**src/rtl/prog_clock_divider_pkg.sv**
```systemverilog
// Shared types and defaults for the programmable clock divider.
// Latency: n/a (types and constants only).
// Backpressure: n/a.
package prog_clock_divider_pkg;

    localparam int DEF_NUM_CH  = 4;
    localparam int DEF_DIV_W   = 26;
    localparam int DEF_CNT_W   = 32;

    // Smallest ratio that produces a counting period; 1 is a constant tick.
    localparam int MIN_RUN_DIV = 2;

    // One channel configuration word. The ratio field is sized by
    // DEF_DIV_W, so the top-level DIV_W must be left at its default.
    typedef struct packed {
        logic [DEF_DIV_W-1:0] div;
        logic                 en;
    } chan_cfg_t;

endpackage

```
**src/rtl/clk_div_channel.sv**
```systemverilog
// One programmable divider channel: counter, active/pending config, outputs.
// Latency: div_clk/tick registered one cycle behind cnt; writes apply at the next period boundary or sync.
// Backpressure: pend_busy stays high from acceptance until the pending write is applied.
//
// Ports: clock, reset (async active-low), sync (phase restart),
//        wr (accepted write strobe for this channel), wr_cfg (ratio/enable),
//        pend_busy (a write is waiting), div_clk (divided level), tick (period pulse).
module clk_div_channel
    import prog_clock_divider_pkg::*;
(
    input  logic      clock,
    input  logic      reset,
    input  logic      sync,
    input  logic      wr,
    input  chan_cfg_t wr_cfg,
    output logic      pend_busy,
    output logic      div_clk,
    output logic      tick
);

    logic [DEF_DIV_W-1:0] cnt;
    logic [DEF_DIV_W-1:0] last;
    logic [DEF_DIV_W-1:0] half;
    chan_cfg_t            act;
    chan_cfg_t            pend;
    logic                 pend_v;
    logic                 counting;
    logic                 at_end;
    logic                 boundary;
    logic                 apply;

    always_comb begin
        // Last count value, computed in DIV_W bits so the maximum ratio works.
        last     = act.div - 1'b1;
        // High phase length is ceil(div/2): odd ratios spend the extra cycle high.
        half     = (act.div >> 1) + DEF_DIV_W'(act.div[0]);
        counting = act.en && (act.div != '0);
        at_end   = (cnt == last);
        // A stopped or sub-minimum channel has no period to protect, so a
        // pending write can land on any cycle.
        boundary = !act.en || (act.div < DEF_DIV_W'(MIN_RUN_DIV)) || at_end;
        // pend_v is registered, so a write accepted this cycle cannot apply
        // until a later cycle; sync counts as a period boundary.
        apply    = pend_v && (boundary || sync);
    end

    always_ff @(posedge clock or negedge reset) begin
        if (!reset) begin
            cnt     <= '0;
            act     <= '0;
            pend    <= '0;
            pend_v  <= 1'b0;
            div_clk <= 1'b0;
            tick    <= 1'b0;
        end else begin
            // Outputs follow the counter value of the current cycle.
            div_clk <= counting && (cnt < half);
            tick    <= counting && at_end;

            if (apply) begin
                act    <= pend;
                cnt    <= '0;
                pend_v <= 1'b0;
            end else begin
                if (sync || !counting || at_end) begin
                    cnt <= '0;
                end else begin
                    cnt <= cnt + 1'b1;
                end
                // A write is only accepted while nothing is pending, so it
                // never collides with an apply.
                if (wr) begin
                    pend   <= wr_cfg;
                    pend_v <= 1'b1;
                end
            end
        end
    end

    assign pend_busy = pend_v;

endmodule

```
**src/rtl/prog_clock_divider.sv**
```systemverilog
// Multi-channel programmable tick/clock-enable generator plus free-running power-of-two counter.
// Latency: cfg_ready combinational on cfg_chan; channel outputs registered.
// Backpressure: cfg_ready low while the addressed channel holds an unapplied write.
//
// Ports: clock, reset (async active-low), sync, cfg_valid/cfg_ready/cfg_chan/cfg_div/cfg_en
//        (config write handshake), div_clk/tick (per-channel outputs),
//        divided_clocks (bit k toggles with period 2^(k+1)).
module prog_clock_divider
    import prog_clock_divider_pkg::*;
#(
    parameter  int NUM_CH = DEF_NUM_CH,
    parameter  int DIV_W  = DEF_DIV_W,
    parameter  int CNT_W  = DEF_CNT_W,
    localparam int CH_W   = (NUM_CH > 1) ? $clog2(NUM_CH) : 1
) (
    input  logic              clock,
    input  logic              reset,
    input  logic              sync,
    input  logic              cfg_valid,
    output logic              cfg_ready,
    input  logic [CH_W-1:0]   cfg_chan,
    input  logic [DIV_W-1:0]  cfg_div,
    input  logic              cfg_en,
    output logic [NUM_CH-1:0] div_clk,
    output logic [NUM_CH-1:0] tick,
    output logic [CNT_W-1:0]  divided_clocks
);

    logic [NUM_CH-1:0] pend_busy;
    logic [NUM_CH-1:0] wr;
    logic              in_range;
    chan_cfg_t         wr_cfg;

    assign wr_cfg   = '{div: cfg_div, en: cfg_en};
    assign in_range = (int'(cfg_chan) < NUM_CH);

    // Out-of-range channels always look ready; their writes are discarded.
    always_comb begin
        cfg_ready = 1'b1;
        if (in_range) begin
            cfg_ready = !pend_busy[cfg_chan];
        end
    end

    always_ff @(posedge clock or negedge reset) begin
        if (!reset) begin
            divided_clocks <= '0;
        end else begin
            divided_clocks <= divided_clocks + 1'b1;
        end
    end

    for (genvar i = 0; i < NUM_CH; i++) begin : g_ch
        assign wr[i] = cfg_valid && cfg_ready && in_range && (cfg_chan == CH_W'(i));

        clk_div_channel u_ch (
            .clock     (clock),
            .reset     (reset),
            .sync      (sync),
            .wr        (wr[i]),
            .wr_cfg    (wr_cfg),
            .pend_busy (pend_busy[i]),
            .div_clk   (div_clk[i]),
            .tick      (tick[i])
        );
    end

endmodule

```
**config.mk**
```make
export PLATFORM = sky130hd
export DESIGN_NAME = prog_clock_divider
export DESIGN_NICKNAME = d
export VERILOG_FILES = /design/src/rtl/prog_clock_divider_pkg.sv /design/src/rtl/clk_div_channel.sv /design/src/rtl/prog_clock_divider.sv
export SDC_FILE = /design/constraint.sdc
export NUM_CORES = 1
export LEC_CHECK = 0
export CAP_MARGIN = 5
export CORE_MARGIN = 10
export CORE_UTILIZATION = 40
export CTS_CLUSTER_SIZE = 8
export DETAILED_ROUTE_END_ITERATION = 16
export GPL_TIMING_DRIVEN = 1
export HOLD_SLACK_MARGIN = 0.08
export SLEW_MARGIN = 20
export SYNTH_ARGS = -nofsm -noshare
export SYNTH_HDL_FRONTEND = slang
export SYNTH_HIERARCHICAL = 1
export SYNTH_SLANG_ARGS = --single-unit
export TNS_END_PERCENT = 30
```
**constraint.sdc**
```tcl
create_clock -name clock -period 10.3 [get_ports clock]
set_clock_uncertainty 0.1 [all_clocks]
set_input_delay 1.545 -clock clock [delete_from_list [all_inputs] [get_ports clock]]
set_output_delay 1.545 -clock clock [all_outputs]
set_load 0.01 [all_outputs]
```
==> key figures, run 1 <==
Clock tree
  – Clock Pin Slew Worst Setup and Hold Paths: 0.05 ns
  – H-tree depth: 2
  – Cts repair resizes: 0
  – Post-CTS Setup Inserts: 0
  – Clock latency on the worst-skew pair: 0.59 ns
  – Post-CTS Hold Buffers: 0
  – Bufs on Longest Clock Path: 3
  – Root Driver: clkbuf_16
  – CTS tree: done
  – CTS buffer count: 52
  – Clock sinks: 364

STA
  – Slew Limit Fails: 0
  – Fin Setup TNS: 0 ns
  – Final period utilization: 0.476
  – Rel. slew slack: 0.203
  – Slew @ Worst Pin: 1.18 ns
  – Final worst slack: 5.40 ns
  – RSZ-0062 raised after global routing: no
  – Final hold vios: 0
  – Hold_ws: 0.380 ns
  – Final setup viols: 0
  – Post-route minimum period: 4.90 ns
  – Peak Freq: 204 MHz

Logic synthesis
  – Ys flop type: dfrtp_1
  – Adder-cell share of the synthesized area: 0.0614
  – Simple-gate area share of the yosys netlist: 0.212
  – Synthesized area: 24700 sq um
  – Syn_nets: 2477
  – Syn Inst Count: 2323
  – Synth Area in Compound Gates: 0.0664
  – Seq cells post-synth: 364
  – Synth Area in XOR/XNOR: 0.126
  – Synth async-reset ratio: 1.00
  – Register area share after synthesis: 0.369
  – Multiplexer share of the synthesized area: 0.123
  – Number of flops mapped to enable cells by yosys: 0
  – Unique masters post-synth: 69
  – Largest family of logic cells by synthesized area: simple AND/OR/NAND/NOR gates
  – Warnings, synthesis: 6
  – Avg Cell Area, Syn: 10.6 sq um

Routing
  – DRT Pass-1 Iters: 6
  – DRT Wirelength: 59000 microns
  – Drt via density: 5.60
  – Detail Route Antenna Nets: 0
  – Detailed-route via count: 17400
  – Routed len/inst: 19.0 microns
  – DRT iter0 DRCs: 1151
  – Drt drc: 0

Power
  – Peak VDD IR: 0.126 mV
  – Pwr Density: 238 nW/um^2
  – Clock power share: 0.240
  – Psw: 2.42 mW
  – Seq pwr share: 0.401
  – Lkg Pwr: 11.9 nW
  – Comb power frac: 0.359
  – Sw frac: 0.376
  – P_int: 4.01 mW

Setup path
  – Crit path max-delay family: buffers and inverters
  – Critical path's largest stage delay: 0.56 ns
  – Critical path arrival: 3.25 ns
  – Req. time, crit path: 8.66 ns
  – Crit Path Max Fanout: 4
  – Kind of critical path: input port to primary output
  – CP max stage cell: clkdlybuf4s50_1
  – Crit start category: input port
  – Worst-path cell chain: clkdlybuf4s50_1 > mux4_2 > inv_1 > clkdlybuf4s50_1
  – Critical Path Most Common Cell: clkdlybuf4s50_1
  – Worst Path Buf+Inv: 3
  – Crit end category: primary output

Layout
  – Layout fillers: 5683
  – Final Net Count: 2473
  – Layout cells sized above 1: 0.168
  – Layout Utilization: 0.445
  – Area Growth Syn to Fin: 9.58%

Floorplan
  – I/O pins: 74
  – Die height: 268 microns
  – Die Wd: 268 microns
  – Die area: 72000 sq um
  – Core Region: 60700 sq um
  – Row cnt: 90
  – Initial core utilization: 0.406

Place
  – Routability cong.: 0.886
  – Final HPWL DP: 42700 microns
  – Pre-CTS setup slack: 5.39 ns
  – IO buf count: 73

Global route
  – GR Util All Layers: 0.165
  – Largest net degree at the start of global routing: 192
  – Global-route wire length before repair: 97300 microns
  – Vias in the first global route: 17600
  – GRT overflow: 0
  – Initial antenna violation count: 6

Hold path
  – Worst Hold Class: flip-flop to flip-flop

Run status
  – Status: completed

Job
  – Number of max-cap violations: 0
## through the flow
stage	instances	total power [mW]	area, sq um
after floorplan	2323	4.40	24700
after global placement	3046	4.82	25600
after detailed placement	3046	4.89	25600
after CTS	3107	6.49	27000
after global routing	3108	6.89	27000
final	3109	6.43	27000
## layout make-up
class                           count  area, sq um  area share
Antenna cell                        1         2.50   0.0000926
Clock inverter                      3         47.5     0.00176
Inverter                           44          165     0.00611
Tap cell                          782          978      0.0362
Sequential cell                   364         9110       0.337
Clock buffer                       58         1380      0.0509
Multi-Input combinational cell   1777        14500       0.537
Timing Repair Buffer               80          821      0.0304
## power groups by stage
stage	Clock [mW]	Combinational [mW]	Sequential [mW]
floorplan	0	2.34	2.06
global placement	0	2.23	2.59
detailed placement	0	2.29	2.59
CTS	1.60	2.31	2.58
global route	1.66	2.56	2.67
finish	1.54	2.31	2.58
## placed cells by master (no fill, tap or decap), types with 40 or more instances in the layout
| master | Yosys | routed |
|---|---|---|
| dfrtp_1 | 364 | 364 |
| xnor2_1 | 195 | 195 |
| nor2_1 | 173 | 173 |
| xor2_1 | 159 | 159 |
| mux2_4 | 156 | 156 |
| nand3_1 | 133 | 133 |
| ha_1 | 121 | 121 |
| nand2_1 | 91 | 91 |
| and3_1 | 81 | 81 |
| clkdlybuf4s50_1 | 0 | 72 |
| nand4_1 | 67 | 67 |
| a21oi_1 | 64 | 64 |
| nor3_1 | 54 | 54 |
| clkbuf_16 | 0 | 53 |
| mux2_2 | 52 | 52 |
| a21o_1 | 48 | 48 |
| inv_1 | 44 | 44 |
| nor2_2 | 40 | 40 |
## per-layer routing
| layer | share of wire | global-route usage | routed length [microns] |
|---|---|---|---|
| met1 | 0.48 | 0.229 | 28100 |
| met2 | 0.44 | 0.256 | 26200 |
| met3 | 0.060 | 0.0366 | 3520 |
| met4 | 0.018 | 0.0444 | 1080 |
| met5 | 0.00053 | 0 | 31 |
## final timing paths
check | from | end | slack [ns] | cells after the start
hold / removal | divided_clocks[31] | divided_clocks[31] | 0.38 | 1
setup / recovery | cfg_chan[0] | cfg_ready | 5.40 | 4
max in group asynchronous | reset | g_ch[0].u_ch/pend[6] | 7.69 | 3
setup reg to reg | g_ch[3].u_ch/act[3] | g_ch[3].u_ch/act[6] | 6.09 | 9
hold reg to reg | divided_clocks[31] | divided_clocks[31] | 0.38 | 1
min in group asynchronous | reset | g_ch[3].u_ch/cnt[24] | 0.91 | 1
## flip-flops by register name, summed over array words and instances (netlist names)
name and flops:
divided_clocks 32, g_ch.u_ch/tick 4, g_ch.u_ch/cnt 104, g_ch.u_ch/act 108, g_ch.u_ch/div_clk 4, g_ch.u_ch/pend_busy 4, g_ch.u_ch/pend 108
## synth_stat cells, types with 5 or more instances
master | n | share of area
dfrtp_1 | 364 | 0.37
xnor2_1 | 195 | 0.069
nor2_1 | 173 | 0.026
xor2_1 | 159 | 0.056
mux2_4 | 156 | 0.095
nand3_1 | 133 | 0.027
ha_1 | 121 | 0.061
nand2_1 | 91 | 0.014
and3_1 | 81 | 0.021
nand4_1 | 67 | 0.017
clkbuf_1 | 66 | 0.010
a21oi_1 | 64 | 0.013
nor3_1 | 54 | 0.011
mux2_2 | 52 | 0.024
a21o_1 | 48 | 0.015
inv_1 | 44 | 0.0067
nor2_2 | 40 | 0.010
buf_6 | 32 | 0.015
nor4_1 | 24 | 0.0061
o21ai_0 | 24 | 0.0049
or4_1 | 24 | 0.0073
and4_1 | 21 | 0.0075
buf_2 | 20 | 0.0041
nor4_4 | 18 | 0.016
nor3b_1 | 16 | 0.0049
or3_1 | 16 | 0.0041
nor2b_1 | 13 | 0.0033
nand2b_1 | 12 | 0.0030
o211ai_1 | 12 | 0.0037
o311ai_0 | 12 | 0.0043
a21bo_2 | 8 | 0.0032
a221oi_1 | 8 | 0.0028
buf_4 | 8 | 0.0024
mux2i_1 | 8 | 0.0032
or4_4 | 8 | 0.0037
nand4b_1 | 6 | 0.0021
and2_1 | 5 | 0.0013
nor4b_1 | 5 | 0.0018
## cells by family (layout without fill, tap and decap cells)
family	after synthesis	in the layout
AND/OR/NAND/NOR	857	857
flip-flops	364	364
XOR/XNOR	354	354
AO/OA/AOI/OAI	228	228
multiplexers	217	217
buffers and inverters	182	185
adder cells (fa/ha/maj)	121	121
other	0	1
No activity file was read; power rests on OpenSTA's default activity.
==> run 2, diff against run 1 <==
==> constraint.sdc (replaced) <==
create_clock -name clock -period 4.88 [get_ports clock]
set_clock_uncertainty 0.1 [all_clocks]
set_input_delay 0.732 -clock clock [delete_from_list [all_inputs] [get_ports clock]]
set_output_delay 0.732 -clock clock [all_outputs]
set_load 0.01 [all_outputs]
==> key figures, run 2 (synthesized netlist as in run 1, its figures left out) <==
Run status
  – Status: completed

Floorplan
  – Initial core utilization: 0.406
  – I/O pins: 74
  – Row cnt: 90
  – Die Wd: 268 microns
  – Core Region: 60700 sq um
  – Die height: 268 microns
  – Die area: 72000 sq um

Routing
  – Wire length on met1: 28900 microns
  – DRT Pass-1 Iters: 5
  – DRT Wirelength: 60000 microns
  – Drt via density: 5.56
  – Max Used Layer: met5
  – DRT iter0 DRCs: 1020
  – Routed len/inst: 19.3 microns
  – Detailed-route via count: 17300
  – Detail Route Antenna Nets: 0
  – Met3 routed WL: 3470 microns
  – Drt drc: 0
  – Met2 wire length: 26700 microns

Clock tree
  – Root Driver: clkbuf_16
  – Post-CTS Setup Inserts: 0
  – Cts repair resizes: 0
  – CTS buffer count: 52
  – Clock latency on the worst-skew pair: 0.58 ns
  – Clock sinks: 364
  – Post-CTS Hold Buffers: 0
  – Bufs on Longest Clock Path: 3
  – Clock Pin Slew Worst Setup and Hold Paths: 0.05 ns
  – CTS tree: done
  – H-tree depth: 2

Power
  – Pwr Total: 13.5 mW
  – Peak VDD IR: 0.249 mV
  – Lkg Pwr: 11.9 nW
  – Pwr Density: 500 nW/um^2

Global route
  – Global-route wire length before repair: 98300 microns
  – Vias in the first global route: 17500
  – GRT overflow: 0
  – GR Util All Layers: 0.168
  – Initial antenna violation count: 4
  – Largest net degree at the start of global routing: 111

Setup path
  – Critical Path Most Common Cell: nor4_4
  – Worst R2R Path Depth: 9
  – Worst-path cell chain: or4_1 > nor4_4 > a21bo_2 > a32oi_1 > a21oi_1 > nor4_4 > o31ai_4 > buf_4 > mux2_2
  – Crit end category: flip-flop
  – Req. time, crit path: 5.24 ns
  – Critical path arrival: 4.55 ns
  – Worst Path Buf+Inv: 1
  – Crit Path Max Fanout: 20
  – Critical path's largest stage delay: 0.79 ns
  – Kind of critical path: flip-flop to flip-flop
  – Crit path max-delay family: simple AND/OR/NAND/NOR gates
  – Reg-to-Reg Start: g_ch[1].u_ch/act[3]
  – Crit start category: flip-flop
  – CP startpoint: g_ch[1].u_ch/act[3]
  – CP max stage cell: or4_1
  – Crit. path cell count: 9

STA
  – Peak Freq: 239 MHz
  – RSZ-0062 raised after global routing: no
  – Final setup viols: 0
  – Final hold vios: 0
  – Fin Setup TNS: 0 ns
  – Slew @ Worst Pin: 0.995 ns
  – Slew Limit Fails: 0
  – Post-route minimum period: 4.19 ns
  – Rel. slew slack: 0.331
  – Final period utilization: 0.858

Place
  – Final HPWL DP: 44000 microns
  – IO buf count: 73
  – Routability cong.: 0.883

Hold path
  – Worst Hold Class: input port to async pin

Layout
  – Area Growth Syn to Fin: 9.60%
  – Commonest non-fill, non-tap cells in the layout: 364 x dfrtp_1, 195 x xnor2_1, 173 x nor2_1
  – Layout cells sized above 1: 0.169
  – Largest regs: g_ch.u_ch/act (108), g_ch.u_ch/pend (108), g_ch.u_ch/cnt (104)
  – Final Net Count: 2479
  – Commonest non-fill, non-tap cell in the layout: dfrtp_1

Job
  – Number of max-cap violations: 0
-- run 2: power by group --
part / switching (mW) / internal [mW]
Sequential: 1.55 / 3.88
Combinational: 2.33 / 2.61
Clock: 1.25 / 1.91
Total: 5.13 / 8.39
-- run 2: final cells by class --
cell class              count  area, sq um
flip-flops and latches    364         9110
fillers                  5733        33700
well taps                 782          978
inverters                  44          165
repair buffers             86          883
multi-input cells        1777        14500
clock buffers              58         1360
diodes                      2         5.00
clock inverters             1         8.76
-- run 2: routing by layer --
| metal | global-route usage | vias to the layer above |
|---|---|---|
| met5 | 0 | - |
| met4 | 0.0337 | 6 |
| met3 | 0.0400 | 60 |
| met2 | 0.263 | 320 |
| met1 | 0.234 | 8669 |
| li1 | - | 8254 |
-- run 2: metrics by stage --
stage / setup slack [ns] / hold slack [ns] / util / instance area (sq um) / cells
floorplan: 1.36 / 0.336 / - / 24700 / 2323
global placement: 0.867 / 0.368 / 0.423 / 25700 / 3053
detailed placement: 0.745 / 0.367 / 0.423 / 25700 / 3053
CTS: 0.722 / 0.157 / 0.445 / 27000 / 3112
global route: 0.515 / 0.193 / 0.445 / 27000 / 3112
finish: 0.695 / 0.103 / 0.445 / 27000 / 3114
-- run 2: final timing paths --
kind / to / slack, ns
worst max-delay path: g_ch[1].u_ch/act[26] / 0.69
worst min-delay path: g_ch[3].u_ch/cnt[22] / 0.10
worst max register to register: g_ch[1].u_ch/act[26] / 0.69
worst min register to register: divided_clocks[31] / 0.38
max in group asynchronous: g_ch[0].u_ch/act[0] / 3.52
min in group clock: divided_clocks[31] / 0.38
==> run 3, diff against run 2 <==
--- a/config.mk
+++ b/config.mk
@@ -5,9 +5,11 @@
 export SDC_FILE = /design/constraint.sdc
 export NUM_CORES = 1
 export LEC_CHECK = 0
+export ABC_CLOCK_PERIOD_IN_PS = 4880
 export CAP_MARGIN = 5
 export CORE_MARGIN = 10
 export CORE_UTILIZATION = 40
+export CTS_CLUSTER_DIAMETER = 60
 export CTS_CLUSTER_SIZE = 8
 export DETAILED_ROUTE_END_ITERATION = 16
 export GPL_TIMING_DRIVEN = 1
==> key figures, run 3 (synthesized netlist as in run 1, its figures left out) <==
Global route
  – Largest net degree at the start of global routing: 111
  – GR Util All Layers: 0.169
  – Initial antenna violation count: 6
  – Vias in the first global route: 17500
  – GRT overflow: 0
  – Global-route wire length before repair: 98400 microns

Layout
  – Commonest non-fill, non-tap cell in the layout: dfrtp_1
  – Commonest non-fill, non-tap cells in the layout: 364 x dfrtp_1, 195 x xnor2_1, 173 x nor2_1
  – Layout Utilization: 0.447
  – Largest regs: g_ch.u_ch/act (108), g_ch.u_ch/pend (108), g_ch.u_ch/cnt (104)
  – Layout fillers: 5724
  – Layout cells sized above 1: 0.172
  – Area Growth Syn to Fin: 10.1%
  – Final Net Count: 2480

Floorplan
  – I/O pins: 74
  – Core Region: 60700 sq um
  – Die Wd: 268 microns
  – Die height: 268 microns
  – Initial core utilization: 0.406
  – Die area: 72000 sq um
  – Row cnt: 90

Routing
  – DRT Pass-1 Iters: 5
  – Drt drc: 0
  – DRT Wirelength: 60300 microns
  – Detail Route Antenna Nets: 0
  – DRT iter0 DRCs: 1046
  – Detailed-route via count: 17300
  – Routed len/inst: 19.3 microns
  – Drt via density: 5.55

Place
  – Final HPWL DP: 44000 microns
  – IO buf count: 73
  – Routability cong.: 0.883

Clock tree
  – Cts repair resizes: 0
  – Post-CTS Hold Buffers: 0
  – Clock latency on the worst-skew pair: 0.59 ns
  – Root Driver: clkbuf_16
  – Clock sinks: 364
  – CTS buffer count: 53
  – H-tree depth: 2
  – CTS tree: done
  – Clock Pin Slew Worst Setup and Hold Paths: 0.05 ns
  – Bufs on Longest Clock Path: 3
  – Post-CTS Setup Inserts: 0

STA
  – Final setup viols: 0
  – RSZ-0062 raised after global routing: no
  – Slew Limit Fails: 0
  – Final period utilization: 0.861
  – Rel. slew slack: 0.323
  – Peak Freq: 238 MHz
  – Final hold vios: 0
  – Fin Setup TNS: 0 ns
  – Slew @ Worst Pin: 1.01 ns
  – Post-route minimum period: 4.20 ns

Setup path
  – Crit start category: flip-flop
  – R2R Path End: g_ch[1].u_ch/act[26]
  – Crit Path Max Fanout: 20
  – Kind of critical path: flip-flop to flip-flop
  – Reg-to-Reg Start: g_ch[1].u_ch/act[3]
  – Internal reg-to-reg setup slack: 0.68 ns
  – Req. time, crit path: 5.25 ns
  – Worst R2R Path Depth: 9
  – Critical path arrival: 4.57 ns
  – Crit end category: flip-flop

Power
  – Pwr Density: 506 nW/um^2
  – Lkg Pwr: 11.9 nW
  – Peak VDD IR: 0.249 mV

Hold path
  – Worst Hold Class: input port to async pin

Job
  – Number of max-cap violations: 0

Run status
  – Status: completed
## run 3: where the power goes
group	total, mW	leakage (nW)	internal [mW]	switching, mW
registers	5.43	4.59	3.88	1.55
logic	4.94	6.62	2.61	2.33
clock network	3.37	0.735	2.08	1.29
total	13.7	11.9	8.56	5.17
## run 3: how the worst max path moves through the flow
| stage | to | startpoint | cells past startpoint |
|---|---|---|---|
| 6_report | g_ch[1].u_ch/act[26] | g_ch[1].u_ch/act[3] | 9 |
| 5_1_grt | g_ch[1].u_ch/act[26] | g_ch[1].u_ch/act[3] | 9 |
| 4_1_cts | g_ch[1].u_ch/act[26] | g_ch[1].u_ch/act[3] | 9 |
| 3_5_place_dp | g_ch[1].u_ch/act[26] | g_ch[1].u_ch/act[3] | 9 |
| 3_3_place_gp | g_ch[1].u_ch/act[26] | g_ch[1].u_ch/act[3] | 9 |
| 2_1_floorplan | g_ch[0].u_ch/act[10] | g_ch[0].u_ch/act[1] | 12 |
## run 3: area by class of cell
class,count,area [sq um],share of cell area
repair buffers,86,883,0.0325
well taps,782,978,0.0360
clock buffers,61,1440,0.0530
flip-flops and latches,364,9110,0.336
diodes,2,5.00,0.000184
inverters,44,165,0.00608
clock inverters,4,48.8,0.00180
multi-input cells,1777,14500,0.535
## run 3: layer usage
| metal | track usage | up-vias | part of all wire |
|---|---|---|---|
| li1 | - | 8255 | - |
| met3 | 0.0399 | 64 | 0.063 |
| met4 | 0.0344 | 6 | 0.013 |
| met5 | 0 | - | 0.00073 |
| met2 | 0.264 | 354 | 0.45 |
| met1 | 0.234 | 8650 | 0.48 |
## run 3: critical path: stages (launching register included)
cell	delay [ns]
dfrtp_1	0.58
or4_1	0.79
nor4_4	0.52
a21bo_2	0.21
a32oi_1	0.09
a21oi_1	0.47
nor4_4	0.12
o31ai_4	0.39
buf_4	0.43
mux2_2	0.38
## run 3: per-stage QoR
step	setup WS [ns]	area [sq um]	total power [mW]	instances	hold slack [ns]
CTS	0.722	27100	13.8	3118	0.146
finish	0.679	27100	13.7	3120	0.105
detailed placement	0.745	25700	10.4	3053	0.367
global route	0.515	27100	14.7	3118	0.175
global placement	0.867	25700	10.2	3053	0.368
floorplan	1.36	24700	9.29	2323	0.336
